<file path="config.mk">
export PLATFORM = sky130hd
export DESIGN_NAME = ship_placement
export DESIGN_NICKNAME = d
export VERILOG_FILES = /design/src/rtl/ship_placement.sv
export SDC_FILE = /design/constraint.sdc
export NUM_CORES = 1
export LEC_CHECK = 0
export ABC_AREA = 1
export CAP_MARGIN = 20
export CELL_PAD_IN_SITES_DETAIL_PLACEMENT = 1
export CELL_PAD_IN_SITES_GLOBAL_PLACEMENT = 1
export CORE_MARGIN = 2
export CORE_UTILIZATION = 38
export DETAILED_ROUTE_END_ITERATION = 16
export PLACE_DENSITY = 0.79
export SLEW_MARGIN = 5
export SYNTH_ARGS = -nofsm -noshare
export SYNTH_HDL_FRONTEND = slang
export SYNTH_SLANG_ARGS = --single-unit
</file>
<file path="constraint.sdc">
create_clock -name clk -period 3 [get_ports clk]
set_clock_uncertainty 0.2 [all_clocks]
set_input_delay 0.6 -clock clk [delete_from_list [all_inputs] [get_ports clk]]
set_output_delay 0.6 -clock clk [all_outputs]
set_load 0.03 [all_outputs]
</file>
<file path="src/rtl/ship_placement.sv">
// Ship placement controller: the player places ships of length 1..N one after another on a
// BOARD_N x BOARD_N occupancy board. Each request is bounds- and overlap-checked before commit.
// Optional feature: define SHIP_UNDO_EN to keep a per-ship mask stack and honour player_undo.
module ship_placement #(
  parameter int BOARD_N = 5
) (
  input  logic                         clk,
  input  logic                         rst,
  input  logic                         ships_decided,
  input  logic [2:0]                   player_amount_ships,
  input  logic [2:0]                   player_x,
  input  logic [2:0]                   player_y,
  input  logic                         player_orient,
  input  logic                         player_place,
  input  logic                         player_undo,
  output logic [BOARD_N*BOARD_N-1:0]   player_board,
  output logic [2:0]                   ships_placed,
  output logic                         placement_error,
  output logic                         placement_done
);

  localparam int Cells    = BOARD_N * BOARD_N;
  localparam int MaxShips = 5;

  typedef enum logic [2:0] {StIdle, StPlace, StCheck, StCommit, StDone} state_e;

  state_e           state_q;
  logic [Cells-1:0] board_q;
  logic [2:0]       count_q;
  logic [2:0]       amount_q;
  logic [2:0]       x_q;
  logic [2:0]       y_q;
  logic             orient_q;
  logic             err_q;
  logic             done_q;
  logic             place_prev_q;

  logic             place_rise;
  logic             undo_rise;
  logic             undo_go;
  logic [Cells-1:0] undo_mask;
  logic [Cells-1:0] ship_mask;
  logic             ship_oob;
  logic             ship_overlap;
  logic             amount_ok;

  assign place_rise = player_place & ~place_prev_q;
  assign amount_ok  = (player_amount_ships >= 3'd1) && (player_amount_ships <= 3'd5);

`ifdef SHIP_UNDO_EN
  logic             undo_prev_q;
  logic [Cells-1:0] stack_q [MaxShips];

  assign undo_rise = player_undo & ~undo_prev_q;
  // An undo with nothing placed is swallowed without any effect.
  assign undo_go   = undo_rise & (count_q != 3'd0);
  assign undo_mask = stack_q[count_q - 3'd1];

  // Undo edge history and per-ship mask stack, pushed on every commit.
  always_ff @(posedge clk or negedge rst) begin
    if (!rst) begin
      undo_prev_q <= 1'b0;
      for (int i = 0; i < MaxShips; i++) stack_q[i] <= '0;
    end else begin
      undo_prev_q <= player_undo;
      if (state_q == StCommit && ships_decided) stack_q[count_q] <= ship_mask;
    end
  end
`else
  logic unused_undo;
  assign unused_undo = player_undo;
  assign undo_rise   = 1'b0;
  assign undo_go     = 1'b0;
  assign undo_mask   = '0;
`endif

  // Cells of the latched ship (length = ships already placed + 1) and its legality.
  always_comb begin
    int  xi;
    int  yi;
    int  len;
    logic hit;
    xi        = int'(x_q);
    yi        = int'(y_q);
    len       = int'(count_q) + 1;
    hit       = 1'b0;
    ship_mask = '0;
    if (!orient_q) ship_oob = (xi + len > BOARD_N) || (yi >= BOARD_N);
    else           ship_oob = (yi + len > BOARD_N) || (xi >= BOARD_N);
    for (int r = 0; r < BOARD_N; r++) begin
      for (int c = 0; c < BOARD_N; c++) begin
        if (!orient_q) hit = (r == yi) && (c >= xi) && (c < xi + len);
        else           hit = (c == xi) && (r >= yi) && (r < yi + len);
        if (hit) ship_mask[r*BOARD_N+c] = 1'b1;
      end
    end
    ship_overlap = |(ship_mask & board_q);
  end

  // Placement FSM with registered board, count, error and done.
  always_ff @(posedge clk or negedge rst) begin
    if (!rst) begin
      state_q      <= StIdle;
      board_q      <= '0;
      count_q      <= 3'd0;
      amount_q     <= 3'd0;
      x_q          <= 3'd0;
      y_q          <= 3'd0;
      orient_q     <= 1'b0;
      err_q        <= 1'b0;
      done_q       <= 1'b0;
      place_prev_q <= 1'b0;
    end else begin
      place_prev_q <= player_place;
      case (state_q)
        StIdle: begin
          if (ships_decided && amount_ok) begin
            amount_q <= player_amount_ships;
            board_q  <= '0;
            count_q  <= 3'd0;
            err_q    <= 1'b0;
            done_q   <= 1'b0;
            state_q  <= StPlace;
          end
        end
        StPlace: begin
          if (!ships_decided) begin
            board_q <= '0;
            count_q <= 3'd0;
            err_q   <= 1'b0;
            state_q <= StIdle;
          end else if (undo_go) begin
            board_q <= board_q & ~undo_mask;
            count_q <= count_q - 3'd1;
            err_q   <= 1'b0;
            done_q  <= 1'b0;
          end else if (place_rise && !undo_rise) begin
            x_q      <= player_x;
            y_q      <= player_y;
            orient_q <= player_orient;
            state_q  <= StCheck;
          end
        end
        StCheck: begin
          if (!ships_decided) begin
            board_q <= '0;
            count_q <= 3'd0;
            err_q   <= 1'b0;
            state_q <= StIdle;
          end else if (ship_oob || ship_overlap) begin
            err_q   <= 1'b1;
            state_q <= StPlace;
          end else begin
            state_q <= StCommit;
          end
        end
        StCommit: begin
          if (!ships_decided) begin
            board_q <= '0;
            count_q <= 3'd0;
            err_q   <= 1'b0;
            state_q <= StIdle;
          end else begin
            board_q <= board_q | ship_mask;
            count_q <= count_q + 3'd1;
            err_q   <= 1'b0;
            if (count_q + 3'd1 == amount_q) begin
              done_q  <= 1'b1;
              state_q <= StDone;
            end else begin
              state_q <= StPlace;
            end
          end
        end
        StDone: begin
          // Board stays frozen; only undo (or reset) leaves this state.
          if (undo_go) begin
            board_q <= board_q & ~undo_mask;
            count_q <= count_q - 3'd1;
            err_q   <= 1'b0;
            done_q  <= 1'b0;
            state_q <= StPlace;
          end
        end
        default: state_q <= StIdle;
      endcase
    end
  end

  assign player_board    = board_q;
  assign ships_placed    = count_q;
  assign placement_error = err_q;
  assign placement_done  = done_q;

endmodule

</file>
==> results of run 1 <==
-- where the power goes --
group / switching, mW / leakage, nW / total, mW / internal [mW]
logic: 1.86 / 1.35 / 2.94 / 1.08
clock network: 0.234 / 0.0414 / 0.400 / 0.166
registers: 0.123 / 0.578 / 0.849 / 0.725
total: 2.21 / 1.97 / 4.19 / 1.98
-- stage by stage --
step	setup TNS (ns)	util [%]	cells
3_5_place_dp	-0.224	49.2	613
5_1_grt	-0.215	55.4	627
4_1_cts	0	52.3	622
2_1_floorplan	0	-	442
6_report	0	55.4	627
3_3_place_gp	-0.0503	49.2	613
-- per-layer routing --
| layer | routed length (um) | vias to the layer above |
|---|---|---|
| li1 | - | 1603 |
| met3 | 479 | 20 |
| met4 | 178 | 0 |
| met1 | 4680 | 1597 |
| met2 | 5340 | 87 |
| met5 | 0 | - |
-- worst paths after layout --
path                            depth (start not counted)  slack (ns)          endpoint            start
worst min-delay path                                    1        0.05  player_board[15]              rst
worst min register to register                          2        0.29   placement_error  placement_error
max in group asynchronous                               2        1.80            x_q[0]              rst
worst max-delay path                                   17        0.02   placement_error  ships_placed[0]
min in group clk                                        2        0.29   placement_error  placement_error
worst max register to register                         17        0.02   placement_error  ships_placed[0]
-- flip-flops by register name, summed over array words and instances, names as in the netlist --
register         flops
player_board        25
amount_q             3
ships_placed         3
state_q              3
x_q                  3
y_q                  3
orient_q             1
place_prev_q         1
placement_done       1
placement_error      1
-- area by class of cell --
class | instances | area (sq um) | share of cell area [%]
sequential | 44 | 1100 | 26.1
tap | 102 | 128 | 3.03
multi-input combinational | 336 | 1920 | 45.7
clock buffer | 6 | 72.6 | 1.72
timing repair buffer | 83 | 758 | 18.0
inverter | 54 | 215 | 5.11
clock inverter | 2 | 16.3 | 0.386
-- timing repair --
item | in CTS | in global routing
pin swaps | 9 | 30
resized for setup | 32 | 55
setup buffers | 1 | 5
endpoints found under the setup margin | 2 | 3
endpoints found under the hold margin | 0 | 0
-- worst max-delay path, delay by kind of cell, from the launching register on --
family / cells / cell delay [ns]
fa+ha+maj: 2 / 0.44
flops: 1 / 0.43
simple gates: 11 / 1.22
xor+xnor: 1 / 0.15
compound gates: 1 / 0.18
buf+inv: 2 / 0.26
-- layout by cell type (no fill, tap or decap), drive strengths merged --
| cell type | Yosys | final |
|---|---|---|
| fa | 2 | 2 |
| clkbuf | 2 | 6 |
| clkinv | 3 | 4 |
| xor2 | 2 | 2 |
| buf | 6 | 41 |
| nand4 | 4 | 4 |
| nand3 | 68 | 68 |
| xnor2 | 2 | 2 |
| dfrtp | 44 | 44 |
| nand2 | 117 | 117 |
| o21ai | 10 | 10 |
| a21oi | 44 | 44 |
| ha | 7 | 7 |
| nand3b | 2 | 2 |
| nor3 | 11 | 11 |
| clkinvlp | 0 | 1 |
| a21boi | 1 | 1 |
| o22ai | 3 | 3 |
| inv | 51 | 51 |
| a211oi | 1 | 1 |
| nor2 | 62 | 62 |
| clkdlybuf4s50 | 0 | 42 |
-- logic make-up after synthesis --
family / share of synthesized area (%)
xor+xnor: 1.19
buf+inv: 8.12
compound gates: 10.3
simple gates: 38.6
flops: 37.4
fa+ha+maj: 4.33
==> flow_summary.yaml, run 1 <==
placement:
  io_buffers: 43
  postPlaceCellArea_sq_um: 3740
  place_ws_ns: -0.142
  place.gp.congestion: 0.926
  dp_hpwl_um: 7650
finish:
  finalInstanceArea_sq_um: 4220
  layout.nets: 548
  nFillCells: 966
  antenna_cells: 0
  drive_above_1_share_pct: 23.0
  layout-area-overhead-vs-synth_pct: 43.2
die:
  start_util_pct: 38.7
  dieWidth_um: 92.0
  core_sq_um: 7610
  rows: 32
  dieArea_sq_um: 8470
  io_pins: 45
  die_h_um: 92.0
clocking:
  numCtsBuffers: 5
  cts_tree: "done"
  cts_root_buffer: "clkbuf_8"
  cts_num_sinks: 44
  clk_path_buf_depth: 2
  ctsHoldBuffers: 0
  clk_pin_slew_ns: 0.10
  cts_htree_levels: 2
  clock_latency_ns: 0.31
detailed_routing:
  totalWireLength_um: 10700
  drt-initial-drc-count: 227
  drtAntennaViolNets: 0
  viasPerCell: 5.27
  avgRoutedWirePerCell_um: 17.0
  drc_errors: 0
  dr.pass1.iters: 4
  vias: 3307
worst_setup_path:
  critPathKind: "flop to flop"
  start_kind: "flop"
  slowest_stage: "dfrtp_1"
  cp_max_fo: 6
  path_cells: "ha_4 -> xnor2_4 -> inv_2 -> ha_4 -> a21oi_2 -> nand2_1 -> nand2_4 -> nand3_2 -> buf_6 -> nand3_1 -> nand2_1 -> nand3_1 -> nand4_1 -> nor2_1 -> nand2_2 -> nand4_1 -> nand2_1"
  critPathMostFrequentCell: "nand2_1"
  crit_path_end_kind: "flop"
  crit_path_max_incr_delay_ns: 0.43
  arrival_ns: 2.99
  critPathRequiredTime_ns: 3.01
global_routing:
  gr-usage-met3_pct: 3.78
  grt.busiest_layer: "met2"
  overflow: 0
  grt_pass1_wl_um: 17500
  grt_max_degree: 28
  met1_usage_pct: 33.6
  first_global_vias: 3555
  grt_usage_pct: 26.0
  antenna_found_initial: 0
  grtUsageMet2_pct: 45.5
timing:
  hold_viol: 0
  min_period_over_period_pct: 99.5
  slew_violations: 0
  slew_headroom_pct: 59.1
  setup_viol: 0
  rsz0062_at_grt: "true"
  timing.fmax_ghz: 0.335
  min_period_ns: 2.98
  whs_ns: 0.0481
  worst_slack_ns: 0.0154
  worst_slew_pin_slew_ns: 0.607
logic_synthesis:
  synth_cell_type_count: 27
  synth_edf_count: 0
  synthCells: 442
  post-synth-top-area-fraction_pct: 37.4
  postSynth.asyncResetShare_pct: 100
  yosysSeqAreaShare_pct: 37.4
  synth_area_per_cell_sq_um: 6.66
  synth_common_cells: "114 x nand2_1, 68 x nand3_1, 59 x nor2_1, 50 x inv_1"
  syn_nets: 466
  synth.area.top_cells: "dfrtp_1 37%, nand2_1 15%, nand3_1 12%, nor2_1 7.5%, a21oi_1 7.5%"
  yosys_warnings: 0
  synth-main-ff-cell: "dfrtp_1"
  synth_top_area_cell: "dfrtp_1"
  syn-cell-area_sq_um: 2940
  synth_seq_cells: 44
  synth.most_common_cell: "nand2_1"
run:
  max_cap_violations: 0
pwr:
  leakage_nw: 1.97
  ir_drop_v: 0.000468
  power_density_nw_per_um2: 994
  power_mw: 4.19
run_status:
  status: "completed"
worst_hold_path:
  hold_class: "input pin to async pin"
(Power assumes the default switching activity.)
==> inputs of run 2 (changes only) <==
--- a/config.mk
+++ b/config.mk
@@ -9,10 +9,10 @@
 export CAP_MARGIN = 20
 export CELL_PAD_IN_SITES_DETAIL_PLACEMENT = 1
 export CELL_PAD_IN_SITES_GLOBAL_PLACEMENT = 1
-export CORE_MARGIN = 2
+export CORE_MARGIN = 1
 export CORE_UTILIZATION = 38
 export DETAILED_ROUTE_END_ITERATION = 16
-export PLACE_DENSITY = 0.79
+export PLACE_DENSITY = 0.86
 export SLEW_MARGIN = 5
 export SYNTH_ARGS = -nofsm -noshare
 export SYNTH_HDL_FRONTEND = slang
==> flow_summary.yaml, run 2 (synthesis gave the netlist of run 1 again) <==
worst_setup_path:
  critPathMostFrequentCell: "nand2_1"
  slowest_stage: "fa_2"
  cp_max_fo: 5
  critPathKind: "flop to flop"
  crit_path_end_kind: "flop"
  setup.worst_path.start: "ships_placed[0]"
  reg2reg_from: "ships_placed[0]"
  critPathRequiredTime_ns: 2.99
  path_cells: "buf_6 -> inv_4 -> ha_4 -> inv_1 -> fa_2 -> inv_2 -> a21oi_2 -> nand3_2 -> nand3_1 -> nand2_1 -> nand3_1 -> nand4_1 -> nor2_1 -> nand2_1 -> nand4_1 -> nand2_1"
  arrival_ns: 2.99
  start_kind: "flop"
  crit_path_max_incr_delay_ns: 0.55
finish:
  final_common_cell: "nand2_1"
  layout-area-overhead-vs-synth_pct: 42.1
  nFillCells: 946
  largest_reg_flops: 25
  drive_above_1_share_pct: 21.1
  final_cell_mix: "100 x nand2_1, 57 x nor2_1, 53 x nand3_1"
  layout.nets: 546
  antenna_cells: 0
detailed_routing:
  drc_errors: 0
  drt-initial-drc-count: 179
  avgRoutedWirePerCell_um: 17.5
  totalWireLength_um: 10900
  viasPerCell: 5.37
  vias: 3337
  drtAntennaViolNets: 0
  dr.pass1.iters: 4
clocking:
  cts_tree: "done"
  cts_htree_levels: 2
  numCtsBuffers: 5
  cts_root_buffer: "clkbuf_8"
  clk_pin_slew_ns: 0.09
  clk_path_buf_depth: 2
  ctsHoldBuffers: 0
  cts_num_sinks: 44
  clock_latency_ns: 0.30
timing:
  min_period_ns: 3.00
  fin_tns_setup_ns: 0
  worst_slew_pin_slew_ns: 0.606
  setup_viol: 0
  slew_headroom_pct: 59.6
  timing.fmax_ghz: 0.334
  whs_ns: 0.102
  slew_violations: 0
  hold_viol: 0
  rsz0062_at_grt: "true"
  min_period_over_period_pct: 99.9
global_routing:
  first_global_vias: 3442
  overflow: 0
  grt_usage_pct: 26.8
  antenna_found_initial: 0
  grt_max_degree: 27
  grt_pass1_wl_um: 17200
placement:
  place.gp.congestion: 0.962
  dp_hpwl_um: 8090
  io_buffers: 43
pwr:
  leakage_nw: 1.96
  ir_drop_v: 0.000434
  power_density_nw_per_um2: 985
  power_mw: 4.12
die:
  io_pins: 45
  rows: 31
  dieArea_sq_um: 8100
  core_sq_um: 7370
  die_h_um: 90.0
  dieWidth_um: 90.0
  start_util_pct: 39.9
worst_hold_path:
  hold_class: "input pin to async pin"
run:
  max_cap_violations: 0
run_status:
  status: "completed"
run 2: changes by cell type in the layout (fill, tap and decap cells not counted), moves of 2 or more:
cell	delta
nand2_1	+3
nand3_1	+2
nand2_2	-3
nor2_1	+3
buf_4	-2
nor2_2	-3
nand3_4	+3
nand3_2	-5
run 2: what timing repair did:
| action | CTS | global route |
|---|---|---|
| setup buffers | 0 | 4 |
| endpoints found under the setup margin | 2 | 2 |
| pin swaps | 18 | 26 |
| gates cloned | 0 | 0 |
| resized for setup | 43 | 36 |
run 2: worst max-delay path, delay by kind of cell, from the launching register on:
| family | cells | cell delay, ns |
|---|---|---|
| flops | 1 | 0.44 |
| simple gates | 9 | 1.03 |
| buf+inv | 4 | 0.36 |
| compound gates | 1 | 0.18 |
| fa+ha+maj | 2 | 0.69 |
run 2: final cells by class:
type	count	area, sq um	area share (%)
Multi-Input combinational cell	336	1930	46.2
Sequential cell	44	1100	26.3
Timing Repair Buffer	81	743	17.8
Inverter	54	205	4.91
Tap cell	99	124	2.96
Clock buffer	6	72.6	1.73
Clock inverter	1	5.00	0.120
run 2: where the power goes:
group          internal [mW]  total (mW)  switching (mW)  leakage, nW
clock network          0.159       0.365           0.206       0.0410
registers              0.726       0.849           0.123        0.578
logic                   1.04        2.91            1.87         1.34
total                   1.92        4.12            2.20         1.96
run 2: layer usage:
layer,GRT usage [%],share of wire (%),vias to the layer above
met5,0,0,-
met4,7.80,1.8,0
met3,2.88,3.4,20
met2,46.7,50,76
met1,34.9,44,1646
li1,-,-,1595
run 2: path summary, 6_finish.rpt:
| path | to | slack [ns] | depth (start not counted) |
|---|---|---|---|
| worst max register to register | placement_error | 0.003 | 16 |
| worst min-delay path | state_q[0] | 0.10 | 1 |
| max in group asynchronous | player_board[11] | 1.87 | 2 |
| worst min register to register | placement_error | 0.29 | 2 |
| min in group clk | placement_error | 0.29 | 2 |
| worst max-delay path | placement_error | 0.003 | 16 |
run 2: metrics by stage:
step	utilization (%)	cell area, sq um	setup WS (ns)	instances
after floorplan	-	2940	0.0649	442
after global placement	50.7	3740	-0.0331	610
after detailed placement	50.7	3740	-0.181	610
after CTS	54.1	3990	0.00127	617
after global routing	56.8	4180	-0.141	621
final	56.8	4180	0.00309	621
